$ cat config.mk
export PLATFORM = sky130hd
export DESIGN_NAME = rv32i_fetch_queue_flat
export DESIGN_NICKNAME = d
export VERILOG_FILES = /design/src/rtl/rv32i_fetch_queue_if.sv /design/src/rtl/rv32i_fetch_queue.sv /design/src/flat_wrapper.sv
export SDC_FILE = /design/constraint.sdc
export NUM_CORES = 2
export LEC_CHECK = 0
export BUFFER_PORTS_ARGS = -buffer_cell sky130_fd_sc_hd__buf_2
export CORE_MARGIN = 3
export CORE_UTILIZATION = 62
export CTS_CLUSTER_SIZE = 24
export DETAILED_ROUTE_END_ITERATION = 16
export PLACE_DENSITY = 0.88
export SLEW_MARGIN = 20
export SYNTH_ARGS = -nofsm -noshare
export SYNTH_HDL_FRONTEND = slang
export SYNTH_SLANG_ARGS = --single-unit
$ cat constraint.sdc
create_clock -name clk -period 3.8 [get_ports clk]
set_clock_uncertainty 0.05 [all_clocks]
set_input_delay 0.38 -clock clk [delete_from_list [all_inputs] [get_ports clk]]
set_output_delay 0.38 -clock clk [all_outputs]
set_load 0.02 [all_outputs]
$ cat src/rtl/rv32i_fetch_queue_if.sv
// Instruction stream between the fetch queue and its consumer.
//   instr_valid : queue head holds a valid instruction (driven by queue)
//   instr_ready : consumer accepts the head this cycle (driven by consumer)
//   instr_o     : head instruction word
//   pc_o        : element address of the head instruction's first element
//   q_count     : number of occupied queue entries
interface rv32i_fetch_queue_if #(
   parameter int DPW    = 32,
   parameter int QDEPTH = 4
);
   localparam int CW = $clog2(QDEPTH) + 1;

   logic           instr_valid;
   logic           instr_ready;
   logic [DPW-1:0] instr_o;
   logic [DPW-1:0] pc_o;
   logic [CW-1:0]  q_count;

   modport master (
      output instr_valid,
      output instr_o,
      output pc_o,
      output q_count,
      input  instr_ready
   );

   modport slave (
      input  instr_valid,
      input  instr_o,
      input  pc_o,
      input  q_count,
      output instr_ready
   );
endinterface

$ cat src/rtl/rv32i_fetch_queue.sv
// RV32I instruction fetch unit with a small instruction queue.
// A program memory of DEPTH elements (ELEM_WIDTH bits each) is loaded through
// the prog_* port. The fetch FSM reads one element per cycle, assembles
// BPI elements little-endian into one instruction and pushes it, together with
// its address, into a QDEPTH-entry FIFO that is presented on the iq stream.
// Ports:
//   clk, rst_n          : clock, synchronous active-low reset
//   prog_we/addr/data   : program-memory write port
//   fetch_en            : allow new words to be started
//   redirect_valid/pc   : flush the queue and restart fetch at redirect_pc
//   iq (master)         : instr_valid/ready, instr_o, pc_o, q_count
module rv32i_fetch_queue #(
   parameter  int DPW        = 32,
   parameter  int ELEM_WIDTH = 8,
   parameter  int DEPTH      = 120,
   parameter  int QDEPTH     = 4,
   localparam int BPI        = DPW / ELEM_WIDTH,
   localparam int AW         = $clog2(DEPTH)
) (
   input  logic                  clk,
   input  logic                  rst_n,
   input  logic                  prog_we,
   input  logic [AW-1:0]         prog_addr,
   input  logic [ELEM_WIDTH-1:0] prog_data,
   input  logic                  fetch_en,
   input  logic                  redirect_valid,
   input  logic [DPW-1:0]        redirect_pc,
   rv32i_fetch_queue_if.master   iq
);

   localparam int KW = (BPI > 1) ? $clog2(BPI) : 1;
   localparam int QW = $clog2(QDEPTH);
   localparam int CW = QW + 1;
   localparam logic [KW-1:0] K_LAST = KW'(BPI - 1);

   typedef enum logic [1:0] {
      ST_IDLE  = 2'd0,
      ST_FETCH = 2'd1,
      ST_HOLD  = 2'd2
   } state_e;

   state_e                state_q, state_d;
   logic [KW-1:0]         k_q, k_d;
   logic [DPW-1:0]        fpc_q, fpc_d;
   logic [DPW-1:0]        word_q, word_d;
   logic [CW-1:0]         count_q, count_d;
   logic [DPW-1:0]        qi_q [QDEPTH];
   logic [DPW-1:0]        qi_d [QDEPTH];
   logic [DPW-1:0]        qp_q [QDEPTH];
   logic [DPW-1:0]        qp_d [QDEPTH];
   logic [ELEM_WIDTH-1:0] mem_q [DEPTH];

   logic [AW-1:0]         rd_addr_s;
   logic [ELEM_WIDTH-1:0] rd_elem_s;
   logic [DPW-1:0]        word_asm_s;
   logic [DPW-1:0]        next_fpc_s;
   logic [DPW-1:0]        redir_fpc_s;
   logic                  pop_s;
   logic                  space_s;
   logic                  push_s;
   logic [DPW-1:0]        push_word_s;
   logic [DPW-1:0]        push_pc_s;
   logic [CW-1:0]         push_idx_s;

   // fpc is always BPI-aligned and below DEPTH, so fpc+k never leaves the array
   assign rd_addr_s   = fpc_q[AW-1:0] + AW'(k_q);
   assign rd_elem_s   = mem_q[rd_addr_s];
   assign next_fpc_s  = ((fpc_q + DPW'(BPI)) >= DPW'(DEPTH)) ? '0 : (fpc_q + DPW'(BPI));
   assign redir_fpc_s = (redirect_pc >= DPW'(DEPTH)) ? '0 : (redirect_pc & ~DPW'(BPI - 1));

   // a pop that coincides with a redirect is dropped together with the queue
   assign pop_s   = (count_q != '0) && iq.instr_ready && !redirect_valid;
   assign space_s = (count_q < CW'(QDEPTH)) || pop_s;

   // the head entry is itself a register, so the stream outputs are registered
   assign iq.instr_valid = (count_q != '0);
   assign iq.instr_o     = qi_q[0];
   assign iq.pc_o        = qp_q[0];
   assign iq.q_count     = count_q;

   // program memory write port; out-of-range addresses are ignored, no reset
   always_ff @(posedge clk) begin
      if (prog_we && ({1'b0, prog_addr} < (AW+1)'(DEPTH))) begin
         mem_q[prog_addr] <= prog_data;
      end
   end

   // merge the element read this cycle into the partially assembled word
   always_comb begin
      word_asm_s = word_q;
      for (int b = 0; b < BPI; b++) begin
         if (k_q == KW'(b)) begin
            word_asm_s[b*ELEM_WIDTH +: ELEM_WIDTH] = rd_elem_s;
         end else begin
            word_asm_s[b*ELEM_WIDTH +: ELEM_WIDTH] = word_q[b*ELEM_WIDTH +: ELEM_WIDTH];
         end
      end
   end

   // fetch FSM next-state logic and queue push request
   always_comb begin
      state_d     = state_q;
      k_d         = k_q;
      fpc_d       = fpc_q;
      word_d      = word_q;
      push_s      = 1'b0;
      push_word_s = word_asm_s;
      push_pc_s   = fpc_q;
      if (redirect_valid) begin
         state_d = fetch_en ? ST_FETCH : ST_IDLE;
         k_d     = '0;
         fpc_d   = redir_fpc_s;
         word_d  = '0;
      end else begin
         case (state_q)
            ST_IDLE: begin
               if (fetch_en) begin
                  state_d = ST_FETCH;
               end else begin
                  state_d = ST_IDLE;
               end
            end
            ST_FETCH: begin
               // a started word always completes, even if fetch_en drops
               word_d = word_asm_s;
               if (k_q == K_LAST) begin
                  k_d = '0;
                  if (space_s) begin
                     push_s  = 1'b1;
                     fpc_d   = next_fpc_s;
                     state_d = fetch_en ? ST_FETCH : ST_IDLE;
                  end else begin
                     state_d = ST_HOLD;
                  end
               end else begin
                  k_d = k_q + KW'(1);
               end
            end
            ST_HOLD: begin
               push_word_s = word_q;
               if (space_s) begin
                  push_s  = 1'b1;
                  fpc_d   = next_fpc_s;
                  state_d = fetch_en ? ST_FETCH : ST_IDLE;
               end else begin
                  state_d = ST_HOLD;
               end
            end
            default: begin
               state_d = ST_IDLE;
            end
         endcase
      end
   end

   // shift-register FIFO: entry 0 is the head, unused entries are kept at zero
   always_comb begin
      qi_d       = qi_q;
      qp_d       = qp_q;
      count_d    = count_q;
      push_idx_s = count_q;
      if (redirect_valid) begin
         for (int i = 0; i < QDEPTH; i++) begin
            qi_d[i] = '0;
            qp_d[i] = '0;
         end
         count_d = '0;
      end else begin
         if (pop_s) begin
            for (int i = 0; i < QDEPTH - 1; i++) begin
               qi_d[i] = qi_q[i+1];
               qp_d[i] = qp_q[i+1];
            end
            qi_d[QDEPTH-1] = '0;
            qp_d[QDEPTH-1] = '0;
            push_idx_s     = count_q - CW'(1);
         end else begin
            push_idx_s = count_q;
         end
         if (push_s) begin
            qi_d[push_idx_s[QW-1:0]] = push_word_s;
            qp_d[push_idx_s[QW-1:0]] = push_pc_s;
         end else begin
            qi_d[0] = qi_d[0];
         end
         count_d = count_q + CW'(push_s) - CW'(pop_s);
      end
   end

   // state, fetch pointer, assembly buffer and queue registers
   always_ff @(posedge clk) begin
      if (!rst_n) begin
         state_q <= ST_IDLE;
         k_q     <= '0;
         fpc_q   <= '0;
         word_q  <= '0;
         count_q <= '0;
         for (int i = 0; i < QDEPTH; i++) begin
            qi_q[i] <= '0;
            qp_q[i] <= '0;
         end
      end else begin
         state_q <= state_d;
         k_q     <= k_d;
         fpc_q   <= fpc_d;
         word_q  <= word_d;
         count_q <= count_d;
         for (int i = 0; i < QDEPTH; i++) begin
            qi_q[i] <= qi_d[i];
            qp_q[i] <= qp_d[i];
         end
      end
   end

endmodule

$ cat src/flat_wrapper.sv
// flat-port wrapper written by rule: the top's interface ports become plain ports
module rv32i_fetch_queue_flat 
#(
   parameter  int DPW        = 32,
   parameter  int ELEM_WIDTH = 8,
   parameter  int DEPTH      = 120,
   parameter  int QDEPTH     = 4,
   localparam int BPI        = DPW / ELEM_WIDTH,
   localparam int AW         = $clog2(DEPTH)
)
  (clk, rst_n, prog_we, prog_addr, prog_data, fetch_en, redirect_valid, redirect_pc, iq_instr_valid, iq_instr_o, iq_pc_o, iq_q_count, iq_instr_ready);
  rv32i_fetch_queue_if #(.DPW(DPW), .QDEPTH(QDEPTH)) iq_i ();
  input  logic clk;
  input  logic rst_n;
  input  logic prog_we;
  input  logic [AW-1:0] prog_addr;
  input  logic [ELEM_WIDTH-1:0] prog_data;
  input  logic fetch_en;
  input  logic redirect_valid;
  input  logic [DPW-1:0] redirect_pc;
  output wire logic [$bits(iq_i.instr_valid)-1:0] iq_instr_valid;
  output wire logic [$bits(iq_i.instr_o)-1:0] iq_instr_o;
  output wire logic [$bits(iq_i.pc_o)-1:0] iq_pc_o;
  output wire logic [$bits(iq_i.q_count)-1:0] iq_q_count;
  input wire logic [$bits(iq_i.instr_ready)-1:0] iq_instr_ready;
  assign iq_instr_valid = iq_i.instr_valid;
  assign iq_instr_o = iq_i.instr_o;
  assign iq_pc_o = iq_i.pc_o;
  assign iq_q_count = iq_i.q_count;
  assign iq_i.instr_ready = iq_instr_ready;
  rv32i_fetch_queue #(.DPW(DPW), .ELEM_WIDTH(ELEM_WIDTH), .DEPTH(DEPTH), .QDEPTH(QDEPTH)) u_core (.clk(clk), .rst_n(rst_n), .prog_we(prog_we), .prog_addr(prog_addr), .prog_data(prog_data), .fetch_en(fetch_en), .redirect_valid(redirect_valid), .redirect_pc(redirect_pc), .iq(iq_i));
endmodule
Yosys cells after proc, flatten, opt, wreduce, memory -nomap -nowiden
Memory sizes are Yosys's and may differ from the RTL's. Cells that the tools add are included.

$add $sub $neg: 6. Multiply operators: 0. Div/mod/pow operators: 0. Order comparisons: 6. Equal/unequal tests: 6. Shifts and indexed selects: 0. Mux-type cells: 37. Bitwise logic cells: 2. Reduce and logical (&&, ||, !) cells: 12.

Operators with widths (count): $mux W128 (5); $mux W32 (9); $bwmux W128 (2); $mux W96 (1); $demux W32 S2 (1); $ge A32 B7 Y1 const B (2); $pmux W32 S2 (1); $add A32 B3 Y32 const B (1); $mux W8 (4); $mux W2 (6); $add A7 B2 Y7 (1); $lt A7 B7 Y1 const B (1); $eq A2 B2 Y1 const B (3); $mux W1 (6); $pmux W2 S3 (1); $reduce_bool A3 Y1 (2); $eq A2 B1 Y1 const B (2); $logic_and A1 B1 Y1 (4); $logic_not A2 Y1 (2); $add A3 B1 Y3 (1); $ge A3 B3 Y1 const B (1); $lt A3 B1 Y1 const B (1); $lt A3 B3 Y1 const B (1); $ne A3 B2 Y1 const B (1); 10 further kinds (10).

Register bits after elaboration: 327. Latch bits: 0. Memory bits (writable): 960. Memory bits (read-only): 0. Input bits: 53. Output and inout bits: 68. Memories kept: 1.

Memory list: u_core.mem_q (words 120, bits a word 8, read ports 1, clocked after memory_dff 0, write ports 1, line rv32i_fetch_queue.sv:51) `logic [ELEM_WIDTH-1:0] mem_q [DEPTH];`.

Logic depth before layout (Yosys ltp)
Depth after elaboration: 12. Mapped depth: 16. Mapped depth without buffers: 12.

Worst setup path after synthesis
OpenSTA, ideal clock, no wires.

Path kind: reg-to-reg. Start: reg u_core.count_q[1], in the netlist u_core.iq.q_count[1]. End: reg u_core.qp_q[66] (netlist name). Arrival time: 3301 ps. Path slack: 307 ps. Stages on the path, launching flop included: 16. Buffers on the path: 5. Period minus slack after synthesis: 3493 ps. Cell sequence: dfxtp_1 -> inv_1 -> ha_1 -> nand2b_1 -> nand3b_1 -> clkbuf_1 -> inv_2 -> clkbuf_1 -> clkbuf_1 -> ha_1 -> inv_1 -> and2_1 -> nand2_1 -> clkbuf_1 -> buf_1 -> a311oi_1.

Cells in the longest elaborated chain, start to end: 12. Elaborated cells on any way between the ends: 22.

RTL lines: start: declaration (line rv32i_fetch_queue.sv:46) `logic [CW-1:0] count_q, count_d;`; start signal: assignment (line rv32i_fetch_queue.sv:207) `count_q <= count_d;`; $reduce_bool A3 Y1 *; net iq_instr_valid (line flat_wrapper.sv:21) `output wire logic [$bits(iq_i.instr_valid)-1:0] iq_instr_valid;`; $logic_and A1 B1 Y1 * (2 in a row) (line rv32i_fetch_queue.sv:72) `assign pop_s = (count_q != '0) && iq.instr_ready && !redirect_valid;`; $mux W2 (line rv32i_fetch_queue.sv:169) `if (pop_s) begin`; $mux W2 (line rv32i_fetch_queue.sv:162) `if (redirect_valid) begin`; $not A2 Y3 (implied by the code) (line rv32i_fetch_queue.sv:182) `qp_d[push_idx_s[QW-1:0]] = push_pc_s;`; $ge A3 B3 Y1 (implied by the code) / $lt A3 B1 Y1 (equally long branches) (line rv32i_fetch_queue.sv:182); $logic_and A1 B1 Y1 (implied by the code) (line rv32i_fetch_queue.sv:182); $mux W32 (implied by the code) (line rv32i_fetch_queue.sv:182); $demux W32 S2 (line rv32i_fetch_queue.sv:182); $bwmux W128 (line rv32i_fetch_queue.sv:182); $mux W128 * (line rv32i_fetch_queue.sv:180) `if (push_s) begin`; end signal: indexed assignment (line rv32i_fetch_queue.sv:210) `qp_q[i] <= qp_d[i];`; end: declaration (line rv32i_fetch_queue.sv:49) `logic [DPW-1:0] qp_q [QDEPTH];`.

The timed path passes the listed nets; every way through them passes the cells marked *. The select of a mux whose other input is x is not followed. A chain may end at the register's enable or synchronous reset.

Worst setup path in the final report
Start: reg u_core.fpc_q[5]. End: reg u_core.qi_q, in the netlist u_core.iq.instr_o[2].

Cells in the longest elaborated chain, start to end: 7.

RTL lines: start: declaration (line rv32i_fetch_queue.sv:44) `logic [DPW-1:0] fpc_q, fpc_d;`; start signal: assignment (line rv32i_fetch_queue.sv:205) `fpc_q <= fpc_d;`; $add A7 B2 Y7 * (line rv32i_fetch_queue.sv:66) `assign rd_addr_s = fpc_q[AW-1:0] + AW'(k_q);`; $mem_v2 Z120 W8 *; $mux W8 * (line rv32i_fetch_queue.sv:92) `if (k_q == KW'(b)) begin`; $mux W32 (line rv32i_fetch_queue.sv:115) `case (state_q)`; $mux W32 * (line rv32i_fetch_queue.sv:109) `if (redirect_valid) begin`; $bwmux W128 * (line rv32i_fetch_queue.sv:181) `qi_d[push_idx_s[QW-1:0]] = push_word_s;`; $mux W32 * (line rv32i_fetch_queue.sv:180); end signal: indexed assignment (line rv32i_fetch_queue.sv:209) `qi_q[i] <= qi_d[i];`; end: declaration (line rv32i_fetch_queue.sv:47) `logic [DPW-1:0] qi_q [QDEPTH];`.

Every way passes the cells marked *; elsewhere a longest branch is shown, timed or not.

==> out/qor.csv <==
metric,value,unit
ys_seq_area_share,66.94,%
outcome,"complete, no violations",
period_needed,3.704,ns
gp_congestion,0.8942,
num-fill-cells,5109,
crit_buf_inv,0,
r2r_end,u_core.iq.instr_o[2]$_SDFF_PP0_,
grt_pass1_vias,33690,
synth.distinct_cells,86,
synth_top_flop_cell,edfxtp_1,
ios,121,
syn_nets,3924,
slew_headroom,26.44,%
grt_max_degree,181,
finalHoldViolCount,0,
firstDrtPassIters,6,
clockPowerShare,42.3,%
leakage,0.01948,uW
ir_drop,0.5623,mV
place_area,0.05458,sq mm
setup_viol,0,
hold_path.class,input pin to flip-flop,
r2r_slack,0.1,ns
critPathRequiredTime,4.30,ns
crit_top_cell,o22ai_1,
cp_cell_sequence,nor2b_1 -> nand2_1 -> o22ai_1 -> a311oi_1 -> and3_1 -> a311o_2 -> o22ai_1 -> a21oi_1,
syn_inst,3855,
port_buffers,118,
clockRootBuffer,clkbuf_16,
synth_top_family_by_area,simple AND/OR/NAND/NOR gates,
clk_latency,0.70,ns
drt_iter0_drc,4849,
die_area,0.08868,sq mm
synth_edf_count,960,
detail-route-antenna-nets,0,
cp_top_family,compound AO/OA/AOI/OAI gates,
worst_pin_slew,1.103,ns
wl_per_cell,27.31,microns
ys_top_cells_by_area,"edfxtp_1 (55%), dfxtp_1 (12%), mux4_2 (9.4%)",
internal_power,22070,uW
worstSetupPathType,flip-flop to flip-flop,
reg2reg_depth,8,
row_count,106,
synth-seq-cells,1285,
cts_buffer_depth,3,
synth_compound_area_share,5.999,%
ys_warn_count,0,
async_reset_ff_share,0,%
tns,0,ns
h-tree-depth,3,
syn_avg_cell_area,13.69,sq um
drt_wl_total,140700,microns
core_area,0.08395,sq mm
synthAdderAreaFrac,0.3935,%
cp_slowest_cell,nor2b_1,
hold-worst-slack,0.02424,ns
regArea,0.03534,sq mm
grt_pass1_wl,210500,microns
syn_area,0.05279,sq mm
layout.nets,3991,
cts_tree,done,
path_clk_slew,0.06,ns
final_common_cell,edfxtp_1,
rr_startpoint,u_core.fpc_q[5]$_SDFFE_PN0P_,
p_comb_share,3.5,%
multi_input_area,0.01569,sq mm
num_vias,34900,
synth_mux_area_share,11.09,%
start_kind,flip-flop,
cp_max_fo,15,
drc_errors,0,
syn2layout_area_growth,10.89,%
endpoint,u_core.iq.instr_o[2]$_SDFF_PP0_,
max_freq,0.2700,GHz
cp-end-kind,flip-flop,
dp_hpwl,80880,microns
yosysTopAreaCell,edfxtp_1,
final_cell_mix,"edfxtp_1 (960), nand2_1 (722), dfxtp_1 (322)",
synth_xor_area_share,0.3484,%
overflow,0,
timing.final.crit_share,97.46,%
die_y,297.8,microns
yosys.area_share.simple,11.68,%
die-width,297.8,microns
power_density,476.7,mW/mm^2
antenna_found_initial,2,
yosys.area.top_type_share,54.61,%
min-delay-start,redirect_pc[6],
post_drt_via_cell_ratio,6.775,
cp.depth,8,
pwr-share-seq,54.2,%
drv_slew,0,
rsz0062_at_grt,no,
cts_buffers,118,
design_area,0.05853,sq mm
initial_utilization,62.88,%
cp_slowest_stage_delay,0.70,ns
p_sw,5829,uW
maxCapViolations,0,
sw_frac_of_total,20.89,%
track_usage,31.27,%
cts.sinks,1285,
startpoint,u_core.fpc_q[5]$_SDFFE_PN0P_,
worst-endpoint-arrival,4.21,ns
drive_above_1_share,18.30,%
[power groups by stage]
stage / Combinational [uW] / Sequential [uW] / Clock (uW)
floorplan: 495 / 15400 / 0
global placement: 877 / 15400 / 0
detailed placement: 918 / 15400 / 0
CTS: 943 / 15100 / 11800
global route: 1020 / 15100 / 12300
finish: 983 / 15100 / 11800
[registers in the layout, summed over array words and instances (netlist names)]
register	flops
u_core.qp_q	96
u_core.iq.instr_o	32
u_core.iq.pc_o	32
u_core.state_q	2
u_core.iq.q_count	3
u_core.fpc_q	30
u_core.qi_q	96
u_core.k_q	2
u_core.word_q	32
u_core.mem_q	960
[how the worst min path moves through the flow]
stage	end	slack, ns	depth (start not counted)
2_1_floorplan	u_core.qi_q[15]$_SDFF_PP0_	0.37	2
3_3_place_gp	u_core.qi_q[7]$_SDFF_PP0_	0.38	2
3_5_place_dp	u_core.qi_q[5]$_SDFF_PP0_	0.39	2
4_1_cts	u_core.fpc_q[6]$_SDFFE_PN0P_	0.005	4
5_1_grt	u_core.fpc_q[6]$_SDFFE_PN0P_	0.04	4
6_report	u_core.fpc_q[6]$_SDFFE_PN0P_	0.02	4
[what timing repair did]
| action | 4_1_cts | 5_1_grt |
|---|---|---|
| endpoints found under the hold margin | 1 | 0 |
| buffers inserted | 0 | 9 |
| gates resized for setup | 1 | 2 |
| hold buffers | 1 | 0 |
| pin swaps | 0 | 2 |
| setup endpoints to repair | 4 | 26 |
[cell usage after synthesis (25+ instances only)]
master	instances
nor2_1	297
a311oi_1	94
nor3_1	33
edfxtp_1	960
a21oi_1	121
buf_4	84
clkbuf_1	172
o21ai_1	39
o21ai_0	46
mux4_2	220
nand4_1	30
nand3_1	199
buf_2	42
and3_1	45
nand2_1	723
mux2i_1	57
dfxtp_1	325
a31oi_1	30
and2_1	25
[routing by layer]
layer / track usage [%] / wire [microns] / vias up
met5: 0.1082 / 0 / -
met4: 15.64 / 8243 / 0
met3: 6.609 / 16720 / 603
met2: 50.87 / 67980 / 2798
met1: 40.35 / 47780 / 17020
li1: - / - / 14490
[worst min-delay path, delay by kind of cell]
family | cells | cell delay, ns
compound gates | 2 | 0.18
buf+inv | 1 | 0.12
simple gates | 1 | 0.05
[stage by stage]
stage | utilization [%] | setup slack (ns) | power (uW) | std cells
6_report | 69.72 | 0.09645 | 27900 | 5152
5_1_grt | 69.72 | 0.07291 | 28480 | 5150
4_1_cts | 69.56 | 0.01553 | 27880 | 5141
3_5_place_dp | 65.02 | -0.06422 | 16340 | 4926
3_3_place_gp | 65.02 | 0.1432 | 16290 | 4926
2_1_floorplan | - | 0.3073 | 15910 | 3855
[cell families (layout without fill, tap and decap cells)]
| kind of cell | Yosys count | in the layout |
|---|---|---|
| buf+inv | 361 | 522 |
| xor+xnor | 18 | 18 |
| compound gates | 459 | 459 |
| other cells | 1 | 3 |
| flops | 1285 | 1285 |
| fa+ha+maj | 16 | 16 |
| simple gates | 1423 | 1423 |
| mux | 292 | 292 |
[final cells by class]
| cell class | instances | area share (%) |
|---|---|---|
| Antenna cell | 2 | 0.008550 |
| Clock buffer | 154 | 5.536 |
| Clock inverter | 60 | 0.9555 |
| Inverter | 17 | 0.1176 |
| Multi-Input combinational cell | 2209 | 26.81 |
| Sequential cell | 1285 | 60.37 |
| Tap cell | 1134 | 2.424 |
| Timing Repair Buffer | 291 | 3.775 |
Power figures use the tool's default switching activity.
